$ cat src/rtl/scan_mux_pkg.sv
// Shared definitions for the scanning multiplexer: mode encodings and the
// next-enabled-channel search used by scan_next_sel.
package scan_mux_pkg;

  localparam logic [1:0] MODE_MANUAL = 2'd0;
  localparam logic [1:0] MODE_AUTO   = 2'd1;
  localparam logic [1:0] MODE_HOLD   = 2'd2;

  // Upper bound on channel count handled by find_next; CHANNELS must not exceed it.
  localparam int unsigned MaxSelW     = 6;
  localparam int unsigned MaxChannels = 1 << MaxSelW;

  typedef struct packed {
    logic [MaxSelW-1:0] idx;
    logic               wrap;
    logic               any_en;
  } next_sel_t;

  // Searches cur+1 .. n-1, then 0 .. cur for the first set mask bit. With no bit
  // set, idx stays at cur and any_en is low. wrap marks idx <= cur, which covers
  // a lone enabled channel finding itself.
  function automatic next_sel_t find_next(input logic [MaxSelW-1:0]     cur,
                                          input logic [MaxChannels-1:0] mask,
                                          input int unsigned            n);
    next_sel_t   res;
    logic [31:0] j;
    logic        found;
    res   = '0;
    found = 1'b0;
    for (int unsigned i = 1; i <= MaxChannels; i++) begin
      j = 32'(cur) + i;
      if (j >= n) j = j - n;
      if ((i <= n) && !found && mask[j[MaxSelW-1:0]]) begin
        found   = 1'b1;
        res.idx = j[MaxSelW-1:0];
      end
    end
    if (!found) res.idx = cur;
    res.any_en = found;
    res.wrap   = found && (res.idx <= cur);
    return res;
  endfunction

endpackage

$ cat src/rtl/scan_next_sel.sv
// Combinational finder for the next enabled channel after cur_sel_i, with a flag
// for wrapping past the highest channel.
module scan_next_sel
  import scan_mux_pkg::*;
#(
  parameter int unsigned CHANNELS = 8,
  parameter int unsigned SEL_W    = $clog2(CHANNELS)
) (
  input  logic [SEL_W-1:0]    cur_sel_i,
  input  logic [CHANNELS-1:0] en_mask_i,
  output logic [SEL_W-1:0]    next_sel_o,
  output logic                wrap_o,
  output logic                any_en_o
);

  next_sel_t res;

  // Single-cycle search over all channel positions.
  always_comb begin
    res = find_next(MaxSelW'(cur_sel_i), MaxChannels'(en_mask_i), CHANNELS);
  end

  assign next_sel_o = SEL_W'(res.idx);
  assign wrap_o     = res.wrap;
  assign any_en_o   = res.any_en;

endmodule

$ cat src/rtl/scan_mux_n.sv
// N-channel, W-bit registered multiplexer with manual select, auto-scan with a
// programmable dwell, and hold. Outputs update one edge after inputs are sampled.
module scan_mux_n
  import scan_mux_pkg::*;
#(
  parameter int unsigned CHANNELS = 8,
  parameter int unsigned WIDTH    = 1,
  parameter int unsigned SEL_W    = $clog2(CHANNELS),
  parameter int unsigned DWELL_W  = 8
) (
  input  logic                      clk,
  input  logic                      rst,
  input  logic [CHANNELS*WIDTH-1:0] data_in,
  input  logic [1:0]                mode,
  input  logic [SEL_W-1:0]          sel_in,
  input  logic [DWELL_W-1:0]        dwell,
  input  logic [CHANNELS-1:0]       en_mask,
  output logic [WIDTH-1:0]          data_out,
  output logic [SEL_W-1:0]          sel_out,
  output logic                      valid_out,
  output logic                      wrap_out
);

  // Pad mask and data to the full select range so any sel_in indexes safely;
  // padded channels read as disabled with zero data.
  localparam int unsigned NPad = 1 << SEL_W;
  localparam int unsigned PadW = NPad * WIDTH;

  logic [NPad-1:0] mask_pad;
  logic [PadW-1:0] data_pad;

  assign mask_pad = NPad'(en_mask);
  assign data_pad = PadW'(data_in);

  logic [WIDTH-1:0]   data_q, data_d;
  logic [SEL_W-1:0]   sel_q, sel_d;
  logic               valid_q, valid_d;
  logic               wrap_q, wrap_d;
  logic [SEL_W-1:0]   cur_sel_q, cur_sel_d;
  logic [DWELL_W-1:0] dwell_cnt_q, dwell_cnt_d;

  logic [SEL_W-1:0] next_sel;
  logic             next_wrap;
  logic             any_en;
  logic             sel_in_range;
  logic             manual_ok;

  if (NPad == CHANNELS) begin : g_full_range
    assign sel_in_range = 1'b1;
  end else begin : g_part_range
    assign sel_in_range = (sel_in < SEL_W'(CHANNELS));
  end

  assign manual_ok = sel_in_range & mask_pad[sel_in];

  scan_next_sel #(
    .CHANNELS (CHANNELS)
  ) u_next_sel (
    .cur_sel_i  (cur_sel_q),
    .en_mask_i  (en_mask),
    .next_sel_o (next_sel),
    .wrap_o     (next_wrap),
    .any_en_o   (any_en)
  );

  // Mode decode and next-state for outputs, scan pointer and dwell counter.
  always_comb begin
    data_d      = data_q;
    sel_d       = sel_q;
    valid_d     = valid_q;
    wrap_d      = 1'b0;
    cur_sel_d   = cur_sel_q;
    dwell_cnt_d = dwell_cnt_q;
    case (mode)
      MODE_MANUAL: begin
        sel_d       = sel_in;
        valid_d     = manual_ok;
        data_d      = manual_ok ? data_pad[sel_in*WIDTH +: WIDTH] : '0;
        dwell_cnt_d = '0;
        if (sel_in_range) cur_sel_d = sel_in;
      end
      MODE_AUTO: begin
        sel_d   = cur_sel_q;
        valid_d = mask_pad[cur_sel_q];
        data_d  = any_en ? data_pad[cur_sel_q*WIDTH +: WIDTH] : '0;
        // Equality only: a count above a newly lowered dwell runs on and wraps.
        if (dwell_cnt_q == dwell) begin
          dwell_cnt_d = '0;
          if (any_en) begin
            cur_sel_d = next_sel;
            wrap_d    = next_wrap;
          end
        end else begin
          dwell_cnt_d = dwell_cnt_q + DWELL_W'(1);
        end
      end
      default: begin
        // HOLD and the reserved encoding freeze everything; wrap_d already low.
      end
    endcase
  end

  // State register with synchronous reset taking priority over every mode.
  always_ff @(posedge clk) begin
    if (rst) begin
      data_q      <= '0;
      sel_q       <= '0;
      valid_q     <= 1'b0;
      wrap_q      <= 1'b0;
      cur_sel_q   <= '0;
      dwell_cnt_q <= '0;
    end else begin
      data_q      <= data_d;
      sel_q       <= sel_d;
      valid_q     <= valid_d;
      wrap_q      <= wrap_d;
      cur_sel_q   <= cur_sel_d;
      dwell_cnt_q <= dwell_cnt_d;
    end
  end

  assign data_out  = data_q;
  assign sel_out   = sel_q;
  assign valid_out = valid_q;
  assign wrap_out  = wrap_q;

endmodule

$ cat config.mk
export PLATFORM = sky130hd
export DESIGN_NAME = scan_mux_n
export DESIGN_NICKNAME = d
export VERILOG_FILES = /design/src/rtl/scan_mux_pkg.sv /design/src/rtl/scan_next_sel.sv /design/src/rtl/scan_mux_n.sv
export SDC_FILE = /design/constraint.sdc
export NUM_CORES = 1
export LEC_CHECK = 0
export CORE_MARGIN = 5
export CORE_UTILIZATION = 53
export CTS_CLUSTER_SIZE = 16
export DETAILED_ROUTE_END_ITERATION = 6
export MAX_ROUTING_LAYER = met4
export PLACE_DENSITY = 0.8
export REMOVE_ABC_BUFFERS = 1
export SYNTH_ARGS = -nofsm -noshare
export SYNTH_HDL_FRONTEND = slang
export SYNTH_SLANG_ARGS = --single-unit
$ cat constraint.sdc
create_clock -name clk -period 6.3 [get_ports clk]
set_clock_uncertainty 0.2 [all_clocks]
set_input_delay 0.945 -clock clk [delete_from_list [all_inputs] [get_ports clk]]
set_output_delay 0.945 -clock clk [all_outputs]
set_load 0.02 [all_outputs]
==> flow_summary.json, run 1 <==
{
  "finalHoldViolCount": 0,
  "vias": 1999,
  "async_reset_ff_share_pct": 0,
  "min_path_cells": 2,
  "rows": 23,
  "setup_viol": 0,
  "grt_first_pass_wirelength_mm": 8.714,
  "timing.final.ws_setup_ns": 1.557,
  "synth_area_per_cell_um2": 9.167,
  "fmax_mhz": 210.8,
  "crit_chain": "inv_1 -> ha_1 -> mux4_2 -> mux2i_1 -> nor2_1 -> mux2_2 -> a311o_1 -> and2_1 -> ha_1 -> a21o_1 -> a21oi_1 -> a31oi_1 -> nor4_1",
  "yosys.area.top_type": "mux4_2",
  "crit_arrival_ns": 4.68,
  "tightest_slew_ns": 0.8581,
  "antenna_found_initial": 0,
  "design.die.area_um2": 5460,
  "period_share_pct": 75.29,
  "endpoint_kind": "register",
  "intPower_mw": 0.2644,
  "routed.top_layer": "met4",
  "power_density_nw_per_um2": 161.7,
  "post_dp_cell_area_um2": 2520,
  "synth-seq-cells": 17,
  "cts_max_level": 1,
  "wl_per_cell_um": 16.40,
  "numPortBuffers": 36,
  "synth_top_area_share_pct": 19.78,
  "status": "finished clean",
  "peakVddDrop_mv": 0.08761,
  "grt_usage_pct": 20.95,
  "crit_path_start_kind": "register",
  "drive_gt1_share_pct": 11.74,
  "crit_type": "register to register",
  "first_pass_iters": 4,
  "via_per_inst": 6.366,
  "grt_max_degree": 24,
  "synth_seq_area_share_pct": 15.73,
  "timing.slew.headroom_pct": 42.71,
  "p_switching_mw": 0.1505,
  "io-pin-count": 37,
  "worstRegToRegCells": 13,
  "crit_fanout": 20,
  "place_congestion": 0.8990,
  "rsz0062_at_grt": "no",
  "clk_latency_ns": 0.26,
  "switching_share_pct": 36.28,
  "grt_overflow": 0,
  "power_frac_seq_pct": 28.7,
  "path_clk_slew_ns": 0.07,
  "cts.sinks": 17,
  "dpl.hpwl_mm": 3.940,
  "core_um2": 3971,
  "synthesis.area_um2": 2163,
  "post-cts-setup-buffer-count": 0,
  "fin_setup_tns_ns": 0,
  "drt-total-wl_mm": 5.150,
  "synth.distinct_cells": 52,
  "slowest_stage": "dfxtp_1",
  "cts_hold_buffers": 0,
  "synth_cells": 236,
  "cpPeakStageDelay_ns": 0.88,
  "cts_tree": "built",
  "met1_length_mm": 2.187,
  "grt_pass1_vias": 1902,
  "wl_met2_mm": 2.454,
  "crit_top_cell": "ha_1",
  "wl_met3_um": 365,
  "pwr-share-comb_pct": 51.3,
  "r2r_slack_ns": 1.56,
  "drv_slew": 0,
  "synth-edff-count": 0,
  "yosys-top-cells-count": "nor2_1 (22), mux4_2 (19), dfxtp_1 (17)",
  "cts_root_buf": "clkbuf_8",
  "synth_area_leaders": "mux4_2 (20%), dfxtp_1 (16%), ha_1 (8.1%)",
  "p_leak_nw": 0.9886,
  "area_growth_pct": 18.62,
  "cts_made_buffers": 3,
  "cts_resized": 0,
  "drt_iter0_markers": 96,
  "place_ws_ns": 1.575,
  "synthMostInstantiatedCell": "nor2_1",
  "clkPwrFrac_pct": 20.0,
  "initial_core_util_pct": 54.47,
  "ant_nets": 0,
  "min_period_ns": 4.743,
  "diodes": 0,
  "cp.required_ns": 6.24,
  "clockBufferDepth": 2,
  "ys.flop_type": "dfxtp_1",
  "chipHeight_um": 73.89,
  "drc": 0,
  "drv_cap": 0,
  "nets": 310,
  "die_x_um": 73.89,
  "min_path_type": "register to register",
  "fin_area_um2": 2566,
  "yosysWarnings": 0,
  "total_power_mw": 0.4149
}
==> cells in the final DEF, fill, tap and decap left out, types with 10 or more instances in the layout <==
| master | count |
|---|---|
| xor2_1 | 10 |
| a21oi_1 | 16 |
| nand3_1 | 10 |
| mux2i_1 | 11 |
| mux4_2 | 19 |
| ha_1 | 14 |
| clkdlybuf4s50_1 | 36 |
| nor2_1 | 22 |
| o21ai_0 | 10 |
| dfxtp_1 | 17 |
| nand2_1 | 16 |
==> power groups by stage <==
stage | logic (mW) | registers [mW] | clock network, mW
detailed placement | 0.212 | 0.122 | 0
finish | 0.213 | 0.119 | 0.0830
floorplan | 0.144 | 0.125 | 0
global route | 0.235 | 0.120 | 0.0865
global placement | 0.209 | 0.121 | 0
CTS | 0.212 | 0.119 | 0.0843
==> worst paths after layout <==
kind | startpoint | end
max | cur_sel_q[1] | wrap_out
max reg2reg | cur_sel_q[1] | wrap_out
min reg2reg | data_out | data_out
min | data_out | data_out
==> routing by layer <==
metal,global-route usage (%),vias to the layer above
met4,8.853,0
met2,32.58,71
li1,-,957
met5,-,-
met1,27.02,954
met3,3.283,17
==> worst max-delay path, delay by kind of cell, from the launching register on <==
kind,cells,cell delay [ns]
flops,1,0.88
fa+ha+maj,2,0.85
buf+inv,1,0.34
compound gates,4,0.68
mux,3,1.21
simple gates,3,0.48
==> flip-flops by register name (all words and copies together), names as in the netlist <==
signal	cells
dwell_cnt_q	8
cur_sel_q	3
sel_out	3
data_out	1
valid_out	1
wrap_out	1
==> cell type report <==
| cell class | instances | area [um^2] |
|---|---|---|
| repair buffers | 37 | 367.9 |
| well taps | 50 | 62.56 |
| flip-flops and latches | 17 | 340.3 |
| clock inverters | 1 | 5.005 |
| fillers | 336 | 1405 |
| multi-input cells | 197 | 1715 |
| inverters | 9 | 33.78 |
| clock buffers | 3 | 41.29 |
==> per-stage QoR <==
step	utilization [%]	hold slack (ns)	cells
2_1_floorplan	-	0.2637	223
3_3_place_gp	63.45	0.2698	310
3_5_place_dp	63.45	0.2782	310
4_1_cts	64.62	0.2915	314
5_1_grt	64.62	0.3228	314
6_report	64.62	0.2913	314
==> cells by family after synthesis <==
kind of cell	after synthesis	share of synthesized area [%]
flops	17	15.73
simple gates	82	19.09
mux	37	30.77
xor+xnor	12	4.858
compound gates	52	16.48
buf+inv	22	4.973
fa+ha+maj	14	8.097
Note: power is estimated with default switching activity, not from simulation.
==> inputs of run 2 (changes only) <==
clock period = 4.5 ns   (was 6.3 ns; I/O delays follow)
==> flow_summary.json, run 2 (synthesized netlist as in run 1, its figures left out) <==
{
  "crit_path_start_kind": "primary input",
  "cts_max_level": 1,
  "vias": 2005,
  "cts_root_buf": "clkbuf_8",
  "drt_iter0_markers": 106,
  "numPortBuffers": 36,
  "p_leak_nw": 1.006,
  "r2r_start": "cur_sel_q[1]",
  "pwr-share-comb_pct": 53.2,
  "cts_resized": 0,
  "grt_max_degree": 23,
  "period_share_pct": 86.45,
  "slowest_stage": "mux4_1",
  "endpoint_kind": "register",
  "place_congestion": 0.9404,
  "cts_hold_buffers": 0,
  "post-cts-setup-buffer-count": 0,
  "clkPwrFrac_pct": 19.9,
  "clk_latency_ns": 0.26,
  "grt_usage_pct": 20.63,
  "grt_busiest_layer": "met2",
  "cts.sinks": 17,
  "crit_chain": "clkdlybuf4s50_1 -> mux4_1 -> nand3_1 -> and2_1 -> mux2_2 -> a311o_1 -> and2_1 -> ha_1 -> a21o_1 -> a21oi_1 -> a31oi_1 -> nor4_1",
  "fin_util_pct": 65.34,
  "path_clk_slew_ns": 0.07,
  "setup_viol": 0,
  "grt_first_pass_wirelength_mm": 8.749,
  "fin_area_um2": 2595,
  "fill_cells": 315,
  "rows": 23,
  "min_from": "sel_out[0]",
  "core_um2": 3971,
  "diodes": 0,
  "cts_tree": "built",
  "fmax_mhz": 257.1,
  "power_density_nw_per_um2": 227.9,
  "crit_top_cell": "and2_1",
  "crit_type": "primary input to register",
  "power_frac_seq_pct": 27.0,
  "die_x_um": 73.89,
  "grtUsageMet3_pct": 2.736,
  "drv_cap": 0,
  "drc": 0,
  "fin_setup_tns_ns": 0,
  "final_common_cell": "clkdlybuf4s50_1",
  "grt_pass1_vias": 1880,
  "final_cell_mix": "clkdlybuf4s50_1 (36), nor2_1 (22), mux4_2 (19)",
  "cpPeakStageDelay_ns": 0.62,
  "critical_path.startpoint": "en_mask[0]",
  "clockBufferDepth": 2,
  "drive_gt1_share_pct": 12.69,
  "antenna_found_initial": 0,
  "peakVddDrop_mv": 0.1194,
  "min_path_type": "register to register",
  "switching_share_pct": 36.37,
  "use_met2_pct": 34.35,
  "area_growth_pct": 19.95,
  "groute.layer.met1.usage_pct": 27.26,
  "via_per_inst": 6.305,
  "post_dp_cell_area_um2": 2550,
  "timing.slew.headroom_pct": 52.88,
  "crit_arrival_ns": 3.85,
  "rsz0062_at_grt": "no",
  "total_power_mw": 0.5914,
  "design.die.area_um2": 5460,
  "largest_register": "dwell_cnt_q",
  "dpl.hpwl_mm": 3.898,
  "min_period_ns": 3.890,
  "first_pass_iters": 4,
  "ant_nets": 0,
  "p_switching_mw": 0.2151,
  "finalHoldViolCount": 0,
  "cts_made_buffers": 3,
  "tightest_slew_ns": 0.7046,
  "intPower_mw": 0.3763,
  "drv_slew": 0,
  "drt-total-wl_mm": 5.129,
  "layout.cells.non_filler": 318,
  "cp.required_ns": 4.46,
  "wl_per_cell_um": 16.13,
  "grt_overflow": 0,
  "status": "finished clean",
  "io-pin-count": 37,
  "nets": 314,
  "initial_core_util_pct": 54.47,
  "place_inst": 314,
  "crit_fanout": 9,
  "largest_reg_flops": 8,
  "chipHeight_um": 73.89
}
run 2: cell count changes in the layout (fill, tap and decap cells not counted):
| cell | delta |
|---|---|
| clkinv_2 | -1 |
| buf_4 | +4 |
| clkbuf_1 | +1 |
run 2: area by class of cell:
type | instances | area [um^2] | share of cell area (%)
well taps | 50 | 62.56 | 2.411
repair buffers | 41 | 397.9 | 15.33
multi-input cells | 197 | 1715 | 66.10
clock buffers | 4 | 45.04 | 1.736
inverters | 9 | 33.78 | 1.302
flip-flops and latches | 17 | 340.3 | 13.11
run 2: worst paths after layout:
| check | end | slack [ns] | cells after the start |
|---|---|---|---|
| max reg2reg | wrap_out | 0.68 | 13 |
| max | wrap_out | 0.61 | 12 |
| min | sel_out[0] | 0.29 | 2 |
| min reg2reg | sel_out[0] | 0.29 | 2 |
run 2: through the flow:
stage / setup WS [ns] / hold WS [ns]
after CTS: 0.6275 / 0.2952
final: 0.6098 / 0.2885
after global placement: 0.5062 / 0.2694
after global routing: 0.3956 / 0.3229
after detailed placement: 0.3641 / 0.2785
after floorplan: 0.3275 / 0.2637
run 2: routing by layer:
metal	share of wire, %	wire (um)
met1	43	2224
met3	7.1	365
met2	49	2498
met4	0.78	40
met5	0	0
run 2: power groups by stage:
stage	clock network [mW]	registers, mW	logic (mW)
floorplan	0	0.175	0.202
global placement	0	0.163	0.306
global route	0.126	0.160	0.347
CTS	0.118	0.159	0.311
finish	0.117	0.159	0.315
detailed placement	0	0.163	0.311
run 2: worst max-delay path: cells and delay by family:
kind                       cells  cell delay (ns)
buffers and inverters          1             0.55
AOI/OAI and AO/OA              4             0.69
muxes                          2             0.97
and+or+nand+nor                4             0.66
adders and majority gates      1             0.29
==> inputs of run 3 (changes only) <==
CAP_MARGIN = 20   (was not set)
==> results of run 3 <==
The final DEF is identical to that of run 2; final timing and power are the same.
==> variant, RTL diff (flow settings as in run 2) <==
`CHANNELS` is set to 8 in 2 places; all go to 16.
--- a/src/rtl/scan_next_sel.sv
+++ b/src/rtl/scan_next_sel.sv
@@ -3,7 +3,7 @@
 module scan_next_sel
   import scan_mux_pkg::*;
 #(
-  parameter int unsigned CHANNELS = 8,
+  parameter int unsigned CHANNELS = 16,
   parameter int unsigned SEL_W    = $clog2(CHANNELS)
 ) (
   input  logic [SEL_W-1:0]    cur_sel_i,
--- a/src/rtl/scan_mux_n.sv
+++ b/src/rtl/scan_mux_n.sv
@@ -3,7 +3,7 @@
 module scan_mux_n
   import scan_mux_pkg::*;
 #(
-  parameter int unsigned CHANNELS = 8,
+  parameter int unsigned CHANNELS = 16,
   parameter int unsigned WIDTH    = 1,
   parameter int unsigned SEL_W    = $clog2(CHANNELS),
   parameter int unsigned DWELL_W  = 8
Interface: changed (resized data_in, en_mask, sel_in and sel_out); port bits go from 37 to 55. The function was not compared with the original's and may differ.
==> variant against run 2 <==
  * Area after synthesis up 84%
  * Setup slack worse by 550 ps
  * Power up 140%
  * Global-route usage up 6.9 points
  * Die area up 71%
  * Sequential cell count up 2
  * Sequential power up 14%
  * Design area up 110%
  * Routed wire length rose to 2.6 times the old value
==> variant: results (changes against run 2) <==
• outcome: finished clean, unchanged
• Worst-Skew Late Latency: 260 ps, about the same
• WP data arrival: 4420 ps, was 3850 ps
• global-route wire length before repair: 20,700 µm, was 8750 µm
• clock-pin slew of the registers on the worst-case setup and hold paths: 80 ps
• r2r setup slk: 60 ps, was 680 ps
• most frequent cells after synthesis: mux4_2, nor2_1, nand2_1, was nor2_1, mux4_2, dfxtp_1
• origin of the critical flop-to-flop path: cur_sel_q[1], unchanged
• vias post-DR: 4,156, was 2,005
• iteration-0 DRC count of the detailed router: 281, was 106
• number of clock buffers inserted by TritonCTS: 3, unchanged
• max reg flops: 8, unchanged
• average routed wire per standard cell: 19.8 µm, was 16.1 µm
• Clock Path Buffers: 2, unchanged
• largest net degree at the start of global routing: 28, was 23
• fillers: 559, was 315
• share of synthesized flip-flops with an asynchronous set or reset: 0%, unchanged
• Inserted Diodes: 0, unchanged
• Clock Tree Root: clkbuf_8, unchanged
• Worst R2R Path Depth: 20, was 13
• prevailing post-synth register cell: dfxtp_1, unchanged
• beginning of the critical path: en_mask[6], was en_mask[0]
• overall routing resource usage: 27.6%, was 20.6%
• number of synthesis warnings: 0, unchanged
• quantity of I/O buffers inserted on ports: 54, was 36
• internal portion of total power: 829 µW, was 376 µW
• largest fanout on the critical path: 9, unchanged
• worst hold-check path type: reg2reg, unchanged
• Setup-failing EPs final: 0, unchanged
• instance area after placement: 5250 µm², was 2550 µm²
• Yosys cell types: 78, was 52
• H-tree depth: 1, unchanged
• leakage power figure: 0.00228 µW, was 0.00101 µW
• layout cells sized above 1: 36.9%, was 12.7%
• Worst Setup EP: wrap_out, unchanged
• largest cells by area after synthesis: mux4_2, dfxtp_1, mux2i_1, ha_1, a21oi_1, was mux4_2, dfxtp_1, ha_1, mux2i_1, xor2_1
• slew at the pin with the worst max-slew slack: 893 ps, was 705 ps
• sequential fraction of the synthesis area: 9.55%, was 15.7%
• GP Congestion: 0.969, was 0.940
• Worst VDD drop: 0.000138 V, was 0.000119 V
• post-DP HPWL: 10,500 µm, was 3900 µm
• final layout net count: 636, was 314
• Top reg by flops: dwell_cnt_q, unchanged
• initial antenna violation count: 0, unchanged
• number of global-route vias before repair: 4,108, was 1,880
• number of detailed-route iterations in the first pass: 5, was 4
variant: power groups by stage:
stage	sequential (µW)	clock [µW]	combinational, µW
4_1_cts	181	124	1060
3_5_place_dp	185	0	1050
6_report	181	123	1140
5_1_grt	183	131	1220
2_1_floorplan	208	0	565
3_3_place_gp	184	0	1040
variant: logic make-up after synthesis:
kind of cell | Yosys count | share of synthesized area (%)
AOI/OAI and AO/OA | 100 | 17.9
xor gates and xnor gates | 17 | 4.12
adders and majority gates | 20 | 6.29
buffers and inverters | 44 | 5.59
DFF | 19 | 9.55
muxes | 86 | 36.6
and+or+nand+nor | 143 | 19.9
variant: through the flow:
stage | hold slack, ps | cells | setup WS, ps | total power [µW] | util (%)
floorplan | 264 | 404 | -1390 | 773 | -
global placement | 267 | 656 | -404 | 1220 | 72.0
detailed placement | 272 | 656 | -476 | 1230 | 72.0
CTS | 290 | 662 | 8.54 | 1370 | 73.0
global route | 309 | 666 | -99.6 | 1530 | 75.4
finish | 287 | 666 | 55.3 | 1450 | 75.4
variant: repair_timing:
action	CTS	global route
buffers inserted	2	4
setup endpoints to repair	1	1
gates resized for setup	15	36
pin swaps	2	8
hold buffers	0	0
variant: metal layers:
metal / track usage [%] / share of wire, % / vias up
li1: - / - / 1935
met2: 44.6 / 48 / 205
met4: 5.62 / 2.4 / 0
met3: 3.81 / 7.3 / 29
met1: 37.1 / 42 / 1987
met5: - / 0 / -
variant: area by class of cell:
cell class	instances	area share, %
Clock inverter	1	0.0910
Timing Repair Buffer	159	24.9
Multi-Input combinational cell	366	63.7
Tap cell	99	2.25
Inverter	19	1.30
Clock buffer	3	0.751
Sequential cell	19	6.98
variant: critical path: stages:
cell	delay, ps
dlygate4sd2_1	320
mux4_2	510
mux4_2	540
nand2_2	110
o311a_4	180
nor4b_4	200
buf_4	180
buf_4	100
buf_4	120
nand3_1	70
a31o_2	260
o221ai_2	70
ha_1	280
nor2b_1	150
o21ai_1	120
nand2b_1	80
a21oi_2	130
a41oi_2	50
nor4_2	250
variant: worst min path at each step:
stage,start,endpoint,slack (ps),cells after the start
floorplan,dwell_cnt_q[7],dwell_cnt_q[7],260,2
global placement,valid_out,valid_out,270,2
detailed placement,valid_out,valid_out,270,2
CTS,valid_out,valid_out,290,2
global route,valid_out,valid_out,310,2
finish,valid_out,valid_out,290,2
